### src/rtl/a23_cache_flush_ctrl.sv
// Cache invalidation sequencer: walks every tag line writing valid=0, and registers address cacheability.
// Optional build macro A23_FLUSH_ON_RESET_EN starts a full flush automatically on the first edge after reset.
//
// state | meaning
// IDLE  | no flush in progress
// FLUSH | writing one tag line per cycle, stalling the core
// DONE  | one-cycle completion pulse after the last line
module a23_cache_flush_ctrl #(
  parameter int CACHE_LINES = 256,
  localparam int IDX_W = $clog2(CACHE_LINES)
) (
  input  logic             i_clk,
  input  logic             i_system_rdy,
  input  logic             i_fetch_stall,
  input  logic             i_cache_enable,
  input  logic             i_cache_flush,
  input  logic [31:0]      i_cacheable_area,
  input  logic [31:0]      i_address,
  output logic             o_tag_wenable,
  output logic [IDX_W-1:0] o_tag_waddr,
  output logic             o_tag_valid,
  output logic             o_flush_busy,
  output logic             o_flush_done,
  output logic             o_cacheable
);

  localparam logic [1:0] ST_IDLE  = 2'd0;
  localparam logic [1:0] ST_FLUSH = 2'd1;
  localparam logic [1:0] ST_DONE  = 2'd2;
  localparam logic [IDX_W-1:0] LAST_IDX = IDX_W'(CACHE_LINES - 1);

  logic [1:0]       state, state_next;
  logic [IDX_W-1:0] idx, idx_next, waddr_q;
  logic             cacheable_q, cacheable_d;
  logic             busy_next;
  logic             flush_req;
  logic             unused_addr_low;

  assign unused_addr_low = ^i_address[20:0];

`ifdef A23_FLUSH_ON_RESET_EN
  logic boot_q;

  always_ff @(posedge i_clk or negedge i_system_rdy) begin
    if (!i_system_rdy) boot_q <= 1'b1;
    else               boot_q <= 1'b0;
  end

  assign flush_req = i_cache_flush | boot_q;
`else
  assign flush_req = i_cache_flush;
`endif

  always_comb begin
    state_next = state;
    idx_next   = idx;
    case (state)
      ST_IDLE, ST_DONE: begin
        if (flush_req) begin
          state_next = ST_FLUSH;
          idx_next   = '0;
        end else begin
          state_next = ST_IDLE;
        end
      end
      ST_FLUSH: begin
        // a new request restarts the walk without passing through DONE
        if (flush_req) begin
          idx_next = '0;
        end else begin
          idx_next = idx + IDX_W'(1);
          if (idx == LAST_IDX) state_next = ST_DONE;
        end
      end
      default: begin
        state_next = ST_IDLE;
        idx_next   = '0;
      end
    endcase
  end

  assign busy_next   = (state_next == ST_FLUSH);
  assign cacheable_d = i_cache_enable & (i_address[31:26] == 6'd0) &
                       i_cacheable_area[i_address[25:21]] & ~busy_next;

  always_ff @(posedge i_clk or negedge i_system_rdy) begin
    if (!i_system_rdy) begin
      state       <= ST_IDLE;
      idx         <= '0;
      waddr_q     <= '0;
      cacheable_q <= 1'b0;
    end else begin
      state <= state_next;
      idx   <= idx_next;
      if (busy_next)      waddr_q     <= idx_next;
      if (!i_fetch_stall) cacheable_q <= cacheable_d;
    end
  end

  assign o_tag_wenable = (state == ST_FLUSH);
  assign o_tag_waddr   = waddr_q;
  assign o_tag_valid   = 1'b0;
  assign o_flush_busy  = (state == ST_FLUSH);
  assign o_flush_done  = (state == ST_DONE);
  assign o_cacheable   = cacheable_q;

endmodule

### config.mk
export PLATFORM = sky130hd
export DESIGN_NAME = a23_cache_flush_ctrl
export DESIGN_NICKNAME = d
export VERILOG_FILES = /design/src/rtl/a23_cache_flush_ctrl.sv
export SDC_FILE = /design/constraint.sdc
export NUM_CORES = 1
export LEC_CHECK = 0
export CAP_MARGIN = 15
export CELL_PAD_IN_SITES_DETAIL_PLACEMENT = 0
export CELL_PAD_IN_SITES_GLOBAL_PLACEMENT = 2
export CORE_AREA = 2 2 84 86
export CTS_CLUSTER_DIAMETER = 50
export DETAILED_ROUTE_END_ITERATION = 7
export DIE_AREA = 0 0 86 88
export GPL_ROUTABILITY_DRIVEN = 0
export PLACE_DENSITY = 0.82
export SYNTH_ARGS = -nofsm -noshare
export SYNTH_HDL_FRONTEND = slang
export SYNTH_SLANG_ARGS = --single-unit
### constraint.sdc
create_clock -name i_clk -period 2.14 [get_ports i_clk]
set_input_delay 0.642 -clock i_clk [delete_from_list [all_inputs] [get_ports i_clk]]
set_output_delay 0.642 -clock i_clk [all_outputs]
set_load 0.02 [all_outputs]
# ---- After elaboration in Yosys (flattened, before gate mapping)
# Index checks and enable logic that the tools add are counted.
dict set report classes {
  add_sub_neg 1
  order_cmp 1
  eq_ne 4
  n_mux 9
  bitwise 4
  reduce_logical 3
}
# op count
set ops {}
lappend ops {{2-to-1 mux 8 bit} 2}
lappend ops {{case mux 8 bit (2 select lines)} 1}
lappend ops {{adder 8 x 1 -> 8 bit, second input constant} 1}
lappend ops {{equality test 8 bit, second input constant} 1}
lappend ops {{logical NOT 6 bit} 1}
lappend ops {{< comparator 5 x 6 -> 1 bit, second input constant} 1}
lappend ops {{binary-select mux 1 bit (select 5 bit)} 1}
lappend ops {{equality test 2 x 1 -> 1 bit, second input constant} 2}
lappend ops {{2-to-1 mux 2 bit} 2}
lappend ops {{case mux 2 bit (2 select lines)} 1}
lappend ops {{AND 1 bit} 3}
lappend ops {{equality test 2 bit, second input constant} 1}
lappend ops {{logical NOT 2 bit} 1}
lappend ops {{2-to-1 mux 1 bit} 2}
lappend ops {{OR reduction 2 bit} 1}
lappend ops {{inverter 1 bit} 1}
dict set report word_totals {
  ff_bits 19
  inputBits 69
  output_inout_bits 13
}

# ---- Logic depth before layout (Yosys ltp)
# Gate-level depths: netlist of the first run.
dict set report depth {
  ltp_word 7
  ltp_mapped 7
  ltp_nobuf 7
}

# ---- Worst setup path after synthesis of the first run
# No wires, ideal clock.
dict set report synth_path {
  path_kind {input to register}
  startpoint {input i_address[21]}
  endpoint {register cacheable_q, in the netlist o_cacheable}
  setup_ns 0.122
  arrival_time_ns 1.934
  required_ns 2.018
  setup_slack_ns 0.084
  path_stages 6
  path_cell_list {buf_2 mux4_2 nand2b_1 a31oi_1 nor2_1 o2111a_1}
}
dict set report synth_between {
  elab_chain_cells 4
}
# item line_no
set synth_lines {}
lappend synth_lines {{start: declaration} 18} ;# input logic [31:0] i_address,
lappend synth_lines {{binary-select mux 1 bit (select 5 bit)} 84} ;# i_cacheable_area[i_address[25:21]] & ~busy_next;
lappend synth_lines {{2-to-1 mux 1 bit (not written as such)} 84}
lappend synth_lines {{AND 1 bit} 83} ;# assign cacheable_d = i_cache_enable & (i_address[31:26] == 6'd0) &
lappend synth_lines {{AND 1 bit} 84}
lappend synth_lines {{end signal: assignment} 96} ;# if (!i_fetch_stall) cacheable_q <= cacheable_d;
lappend synth_lines {{end: declaration} 34} ;# logic cacheable_q, cacheable_d;
# No other way between the ends. The select of a mux whose other input is x is not followed.
# A chain may end at the register's enable or synchronous reset.

# ---- Final worst setup path of the first run
dict set report layout_path {
  startpoint {input i_address[22]}
  endpoint {register cacheable_q, in the netlist o_cacheable}
}
# The elaborated chain is that of the path after synthesis.

==> summary.txt, run 1 <==
Run status
  • Status: finished, final reports clean

STA
  • RSZ-0062 raised after global routing: no
  • Maximum operating frequency: roughly 0.5 GHz
  • Final Worst Setup Slack: 0.1362 ns
  • Final min period: between 2 and 2.5 ns
  • Clock Skew: around 0.0022 ns
  • Setup TNS: 0 ns
  • Final Hold Fails: 0
  • Fin crit share: approximately 94%
  • # setup viols final: 0
  • Max Slew Vio Count: 0

Synth
  • Asr flop ratio synth: 100.0%
  • Count leader, synth: dfrtp_1
  • Synth area leader: dfrtp_1
  • Yosys warnings: 0
  • Ranking of synthesized cells by area: dfrtp_1, mux4_2, mux2i_1, nand2_1, mux2_4
  • Synthesized area per cell: ~10 um^2
  • Primary FF master, synth: dfrtp_1
  • Part of the Yosys area used for sequential elements: slightly below 40%
  • Synth unique cells: 38
  • Post-Syn Nets: approximately 190
  • Most frequent cells after synthesis: dfrtp_1, nand2_1, nor2_1
  • #FFs+latches synth: 19
  • Post-synth top area share: between 30 and 40%
  • Syn Std Cell Area: 0.001225 mm^2
  • Post-synth EDFFs: 0
  • Cells after Synth: between 100 and 150

Clock network
  • CTS Root Cell: clkbuf_8
  • TritonCTS clock tree: built
  • CTS sink cnt: 19
  • TritonCTS Buffers: 3
  • Clk slew on worst S/H paths: 0.07 ns
  • Clk buf depth: 2
  • Setup bufs post-CTS: 0
  • Clk_lat worst skew: between 0.2 and 0.3 ns
  • H-Tree Depth: 1
  • Hold buffers post-CTS: 0

Pwr
  • Leak pwr: roughly 0.86 nW
  • Max IR drop VDD: ~0.17 mV
  • PwrDens: 409.3 mW/mm^2
  • Power Total: roughly 0.84 mW

Global route
  • Gr ovfl total: 0
  • First-pass GRT wire length: 5.416 mm
  • Largest net degree at the start of global routing: 20
  • Vias in the first global route: 1279
  • Initial antenna violation count: 0
  • Global Route Usage Sum: approximately 8.8%

Finish
  • Final Non-Filler Cells: around 270
  • N_diodes: 0
  • Area growth from synthesis to layout: 66.90%
  • Layout fillers: approximately 690
  • Layout Nets: between 200 and 300
  • Layout cells sized above 1: 18.13%
  • End-of-flow core utilization: a little under a third

Detailed routing
  • Via/cell ratio: 4.308
  • 1st-iter DRT viols: 29
  • Post-route ant nets: 0
  • Via count: approximately 1200
  • WL final: approximately 3.1 mm
  • Iteration count of the initial detailed-routing pass: 4
  • WL/cell: approximately 11 um
  • DRC errors left: 0

Place
  • Hpwl dp: around 2.6 mm
  • Placed Cells: 269
  • DP Worst Slack: -0.4079 ns
  • I/O Buffers: 59

Critical path
  • CP top delay family: multiplexers
  • CP max stage cell: mux4_2
  • CP max FO: 5
  • Crit. Startpoint: i_address[22]
  • Worst Setup Start Kind: input pin
  • Setup crit end: o_cacheable
  • Arr. time, crit path: roughly 2.2 ns
  • Required time of the critical path: 2.29 ns
  • Crit end category: register
  • Crit path kind: in2reg
  • Worst path buffer plus inverter count: 2
  • FF-to-FF path depth: 6
  • Reg-to-reg endpoint: o_tag_waddr[5]
  • R2r setup slk: approximately 0.22 ns
  • Worst path cell trace: clkdlybuf4s50_1 > buf_4 > mux4_2 > mux2i_1 > nand2_1 > o2111a_1
  • Reg2reg start: idx[0]
  • WP depth: 6
  • Critical path's largest stage delay: roughly 0.5 ns

Floorplanning
  • Die ar.: approximately 0.0076 mm^2
  • Die height: 88 um
  • Ports: 82
  • Die Wd: about 86 um
  • Total core area: ~0.0066 mm^2
  • FP Rows: 30
  • Initial Utilization: between 10% and 20%

Hold path
  • Min-delay worst type: reg2reg

Job
  • Max-cap violations: 0
## tightest hold or removal path, delay by kind of cell, from the launching register on
family,cells,cell delay (ns)
flip-flops,1,0.35
AO/OA/AOI/OAI,1,0.06
AND/OR/NAND/NOR,1,0.05
## cells in the final DEF (no fill, tap or decap), drive strengths merged
| cell type | netlist | layout |
|---|---|---|
| ha | 1 | 1 |
| a31oi | 3 | 3 |
| dfrtp | 19 | 19 |
| or3b | 1 | 1 |
| a32o | 1 | 1 |
| conb | 1 | 1 |
| xor2 | 1 | 1 |
| clkbuf | 3 | 4 |
| nand3 | 2 | 2 |
| nor2b | 4 | 4 |
| mux2i | 7 | 7 |
| nor2 | 10 | 10 |
| nor4b | 1 | 1 |
| nand3b | 2 | 2 |
| nand2b | 4 | 4 |
| a21oi | 4 | 4 |
| inv | 3 | 3 |
| clkdlybuf4s50 | 0 | 55 |
| dlygate4sd2 | 0 | 3 |
| o2111a | 1 | 1 |
| nand2 | 16 | 16 |
| mux2 | 4 | 4 |
| and4 | 1 | 1 |
| nor4 | 1 | 1 |
| xnor2 | 2 | 2 |
| o31ai | 1 | 1 |
| a22o | 1 | 1 |
| o22ai | 1 | 1 |
| dlymetal6s2s | 0 | 1 |
| mux4 | 6 | 6 |
| nand4 | 2 | 2 |
| or4 | 1 | 1 |
| buf | 4 | 16 |
| o21ai | 13 | 13 |
## cell type report
class	count	area, um^2	share of cell area [%]
clock buffer	4	45.04	2.203
inverter	3	16.27	0.7956
multi-input combinational	92	696.9	34.09
sequential	19	476.7	23.32
tap	80	100.1	4.896
timing repair buffer	75	709.4	34.70
## cell families after synthesis
group | share of synthesized area [%]
AND/OR/NAND/NOR | 19.71
multiplexers | 21.35
AO/OA/AOI/OAI | 12.36
adder cells (fa/ha/maj) | 1.021
buffers and inverters | 4.290
XOR/XNOR | 2.145
flip-flops | 38.82
other | 0.3061
## worst min-delay path by stage
stage	from	endpoint	slack, ns	cells after the start
2_1_floorplan	i_system_rdy	idx[0]	0.35	0
3_3_place_gp	o_tag_waddr[0]	o_tag_waddr[0]	0.47	2
3_5_place_dp	o_tag_waddr[2]	o_tag_waddr[2]	0.48	2
4_1_cts	o_tag_waddr[2]	o_tag_waddr[2]	0.50	2
5_1_grt	o_tag_waddr[2]	o_tag_waddr[2]	0.51	2
6_report	o_tag_waddr[2]	o_tag_waddr[2]	0.48	2
## per-layer routing
| layer | track usage (%) | share of wire, % |
|---|---|---|
| met5 | 0 | 0 |
| met4 | 3.030 | 1.8 |
| met3 | 2.074 | 7.3 |
| met2 | 16.00 | 49 |
| met1 | 10.08 | 42 |
## stage by stage
stage / instance area (um^2) / hold slack [ns]
2_1_floorplan: 1225 / 0.3464
3_3_place_gp: 1999 / 0.4661
3_5_place_dp: 1999 / 0.4784
4_1_cts: 2042 / 0.4953
5_1_grt: 2044 / 0.5110
6_report: 2044 / 0.4847
## what timing repair did
action	in CTS	in global routing
endpoints found under the setup margin	3	1
hold endpoints to repair	0	0
resized for setup	4	1
## state kept, by name (all words and copies together) (netlist names)
name,count
idx,8
o_cacheable,1
o_tag_waddr,8
state,2
## where the power goes
group          switching, mW  internal (mW)  total, mW
Sequential           0.00963          0.368      0.378
Clock                  0.124          0.133      0.257
Combinational         0.0650          0.137      0.202
Total                  0.199          0.638      0.837
Note: power is estimated with default switching activity, not from simulation.
==> run 2: changes to the inputs <==
--- a/constraint.sdc
+++ b/constraint.sdc
@@ -3,2 +3,2 @@
 set_output_delay 0.642 -clock i_clk [all_outputs]
-set_load 0.02 [all_outputs]
+set_load 0.01 [all_outputs]
==> summary.txt, run 2 (synthesis gave the netlist of run 1 again) <==
Run status
  • Status: finished, final reports clean (unchanged)

Place
  • I/O Buffers: 59 (unchanged)
  • Post-Place Cell Area: 0.001992 mm^2 (was 0.001999 mm^2)
  • Hpwl dp: 2.558 mm (was 2.557 mm)

Finish
  • Post-layout instance area: 0.002053 mm^2 (was 0.002044 mm^2)
  • Area growth from synthesis to layout: 67.62% (was 66.90%)
  • End-of-flow core utilization: 30.90% (was 30.77%)
  • N_diodes: 0 (unchanged)
  • Reg area: 476.7 um^2 (unchanged)
  • Multi-input gate area: 704.4 um^2 (was 696.9 um^2)
  • Commonest cells after routing, fill and taps aside: clkdlybuf4s50_1, dfrtp_1, buf_4, nand2_1, nor2_1 (unchanged)
  • Layout fillers: 698 (was 686)
  • Layout cells sized above 1: 19.17% (was 18.13%)
  • Layout Nets: 264 (unchanged)
  • Most common cell after layout, fill and taps aside: clkdlybuf4s50_1 (unchanged)

Clock network
  • TritonCTS clock tree: built (unchanged)
  • CTS Root Cell: clkbuf_8 (unchanged)
  • Clk buf depth: 2 (unchanged)
  • TritonCTS Buffers: 3 (unchanged)
  • CTS sink cnt: 19 (unchanged)
  • Clk slew on worst S/H paths: 0.07 ns (about the same)
  • H-Tree Depth: 1 (unchanged)
  • Clk_lat worst skew: 0.26 ns (about the same)

STA
  • # setup viols final: 0 (unchanged)
  • Fin crit share: 95.17% (was 93.63%)
  • Clock Skew: 0.005356 ns (was 0.002216 ns)
  • Max Slew Vio Count: 0 (unchanged)
  • RSZ-0062 raised after global routing: no (unchanged)
  • Final min period: 2.037 ns (was 2.004 ns)
  • Final Hold Fails: 0 (unchanged)
  • Maximum operating frequency: 0.4910 GHz (was 0.4991 GHz)

Critical path
  • Arr. time, crit path: 1.39 ns (was 2.15 ns)
  • Crit end category: primary output (was register)
  • Worst path cell trace: nand2b_4 > inv_1 > clkdlybuf4s50_1 (was clkdlybuf4s50_1 > buf_4 > mux4_2 > mux2i_1 > nand2_1 > o2111a_1)
  • CP max stage cell: clkdlybuf4s50_1 (was mux4_2)
  • Crit path kind: reg2out (was in2reg)
  • R2r setup slk: 0.24 ns (was 0.22 ns)
  • Worst Setup Start Kind: register (was input pin)
  • CP max FO: 4 (was 5)
  • Critical path's largest stage delay: 0.53 ns (was 0.50 ns)
  • Reg-to-reg endpoint: o_tag_waddr[5] (unchanged)
  • FF-to-FF path depth: 6 (unchanged)
  • Required time of the critical path: 1.50 ns (was 2.29 ns)
  • Reg2reg start: idx[0] (unchanged)
  • Crit. Startpoint: state[1] (was i_address[22])

Global route
  • Busiest layer in global routing: met2 (unchanged)
  • Largest net degree at the start of global routing: 20 (unchanged)
  • Met2 Use GR: 15.29% (was 16.00%)
  • First-pass GRT wire length: 5.278 mm (was 5.416 mm)
  • M1 GR Usage: 10.31% (was 10.08%)
  • Gr ovfl total: 0 (unchanged)
  • Global Route Usage Sum: 8.590% (was 8.789%)
  • Initial antenna violation count: 0 (unchanged)
  • Routing usage on met3: 1.979% (was 2.074%)
  • Vias in the first global route: 1214 (was 1279)

Floorplanning
  • Total core area: 0.006644 mm^2 (unchanged)
  • Initial Utilization: 18.44% (unchanged)
  • FP Rows: 30 (unchanged)
  • Die Wd: 86 um (unchanged)
  • Die height: 88 um (unchanged)
  • Ports: 82 (unchanged)
  • Die ar.: 0.007568 mm^2 (unchanged)

Pwr
  • Max IR drop VDD: 0.1778 mV (was 0.1749 mV)
  • Leak pwr: 0.8522 nW (was 0.8628 nW)
  • PwrDens: 401.2 mW/mm^2 (was 409.3 mW/mm^2)

Hold path
  • Min-delay src: o_tag_waddr[4] (was o_tag_waddr[2])
  • Hold depth: 2 (unchanged)
  • Hold endpoint: o_tag_waddr[4] (was o_tag_waddr[2])
  • Min-delay worst type: reg2reg (unchanged)

Detailed routing
  • 1st-iter DRT viols: 23 (was 29)
  • Post-route ant nets: 0 (unchanged)
  • WL final: 3.063 mm (was 3.109 mm)
  • Via count: 1169 (was 1176)
  • Iteration count of the initial detailed-routing pass: 2 (was 4)
  • Via/cell ratio: 4.282 (was 4.308)
  • DRC errors left: 0 (unchanged)
  • WL/cell: 11.22 um (was 11.39 um)

Job
  • Max-cap violations: 0 (unchanged)
==> run 2: changes by cell type in the layout (fill, tap and decap cells not counted) <==
cell | before | now
clkinv_2 | 0 | 1
dlygate4sd2_1 | 3 | 1
nand2b_1 | 4 | 3
clkbuf_1 | 1 | 0
nand2b_4 | 0 | 1
clkdlybuf4s50_1 | 55 | 58
dlymetal6s2s_1 | 1 | 0
==> run 2: per-stage QoR <==
step | instances | worst slack (ns) | hold WS, ns | power, mW | setup TNS, ns
global placement | 268 | -0.3890 | 0.4661 | 0.5840 | -0.7431
finish | 273 | 0.1033 | 0.4851 | 0.8239 | 0
CTS | 272 | 0.01783 | 0.4960 | 0.8396 | 0
global route | 273 | 0.01149 | 0.5018 | 0.8741 | 0
floorplan | 121 | 0.08437 | 0.3464 | 0.4576 | 0
detailed placement | 268 | -0.3966 | 0.4792 | 0.5861 | -0.7731
==> run 2: worst max path at each step <==
stage / end / slack (ns) / cells after the start
floorplan: o_cacheable / 0.08 / 6
detailed placement: o_cacheable / -0.40 / 6
global placement: o_cacheable / -0.39 / 6
global route: o_cacheable / 0.01 / 8
CTS: o_flush_busy / 0.02 / 3
finish: o_tag_wenable / 0.10 / 3
==> run 2: critical path: cells and delay by family (launching register included) <==
family	cells	cell delay, ns
buffers and inverters	2	0.59
DFF	1	0.39
and+or+nand+nor	1	0.16
==> run 2: metal layers <==
metal,routed length (um),vias up
li1,-,581
met1,1341,539
met2,1474,44
met3,198,5
met4,49,0
met5,0,-
==> run 2: cell type report <==
class                   count  share of cell area (%)
flip-flops and latches     19                   23.22
clock inverters             1                  0.2438
clock buffers               3                   2.011
well taps                  80                   4.875
inverters                   3                  0.7922
repair buffers             75                   34.55
multi-input cells          92                   34.31
==> run 2: what timing repair did <==
item	CTS	global route
pin swaps	0	0
gates resized for setup	2	1
endpoints found under the setup margin	3	2
buffers inserted	0	1
hold buffers	0	0
==> run 2: where the power goes <==
group	internal [mW]	total [mW]	switching, mW
combinational	0.137	0.197	0.0599
sequential	0.368	0.378	0.00962
clock	0.129	0.249	0.120
total	0.635	0.824	0.189
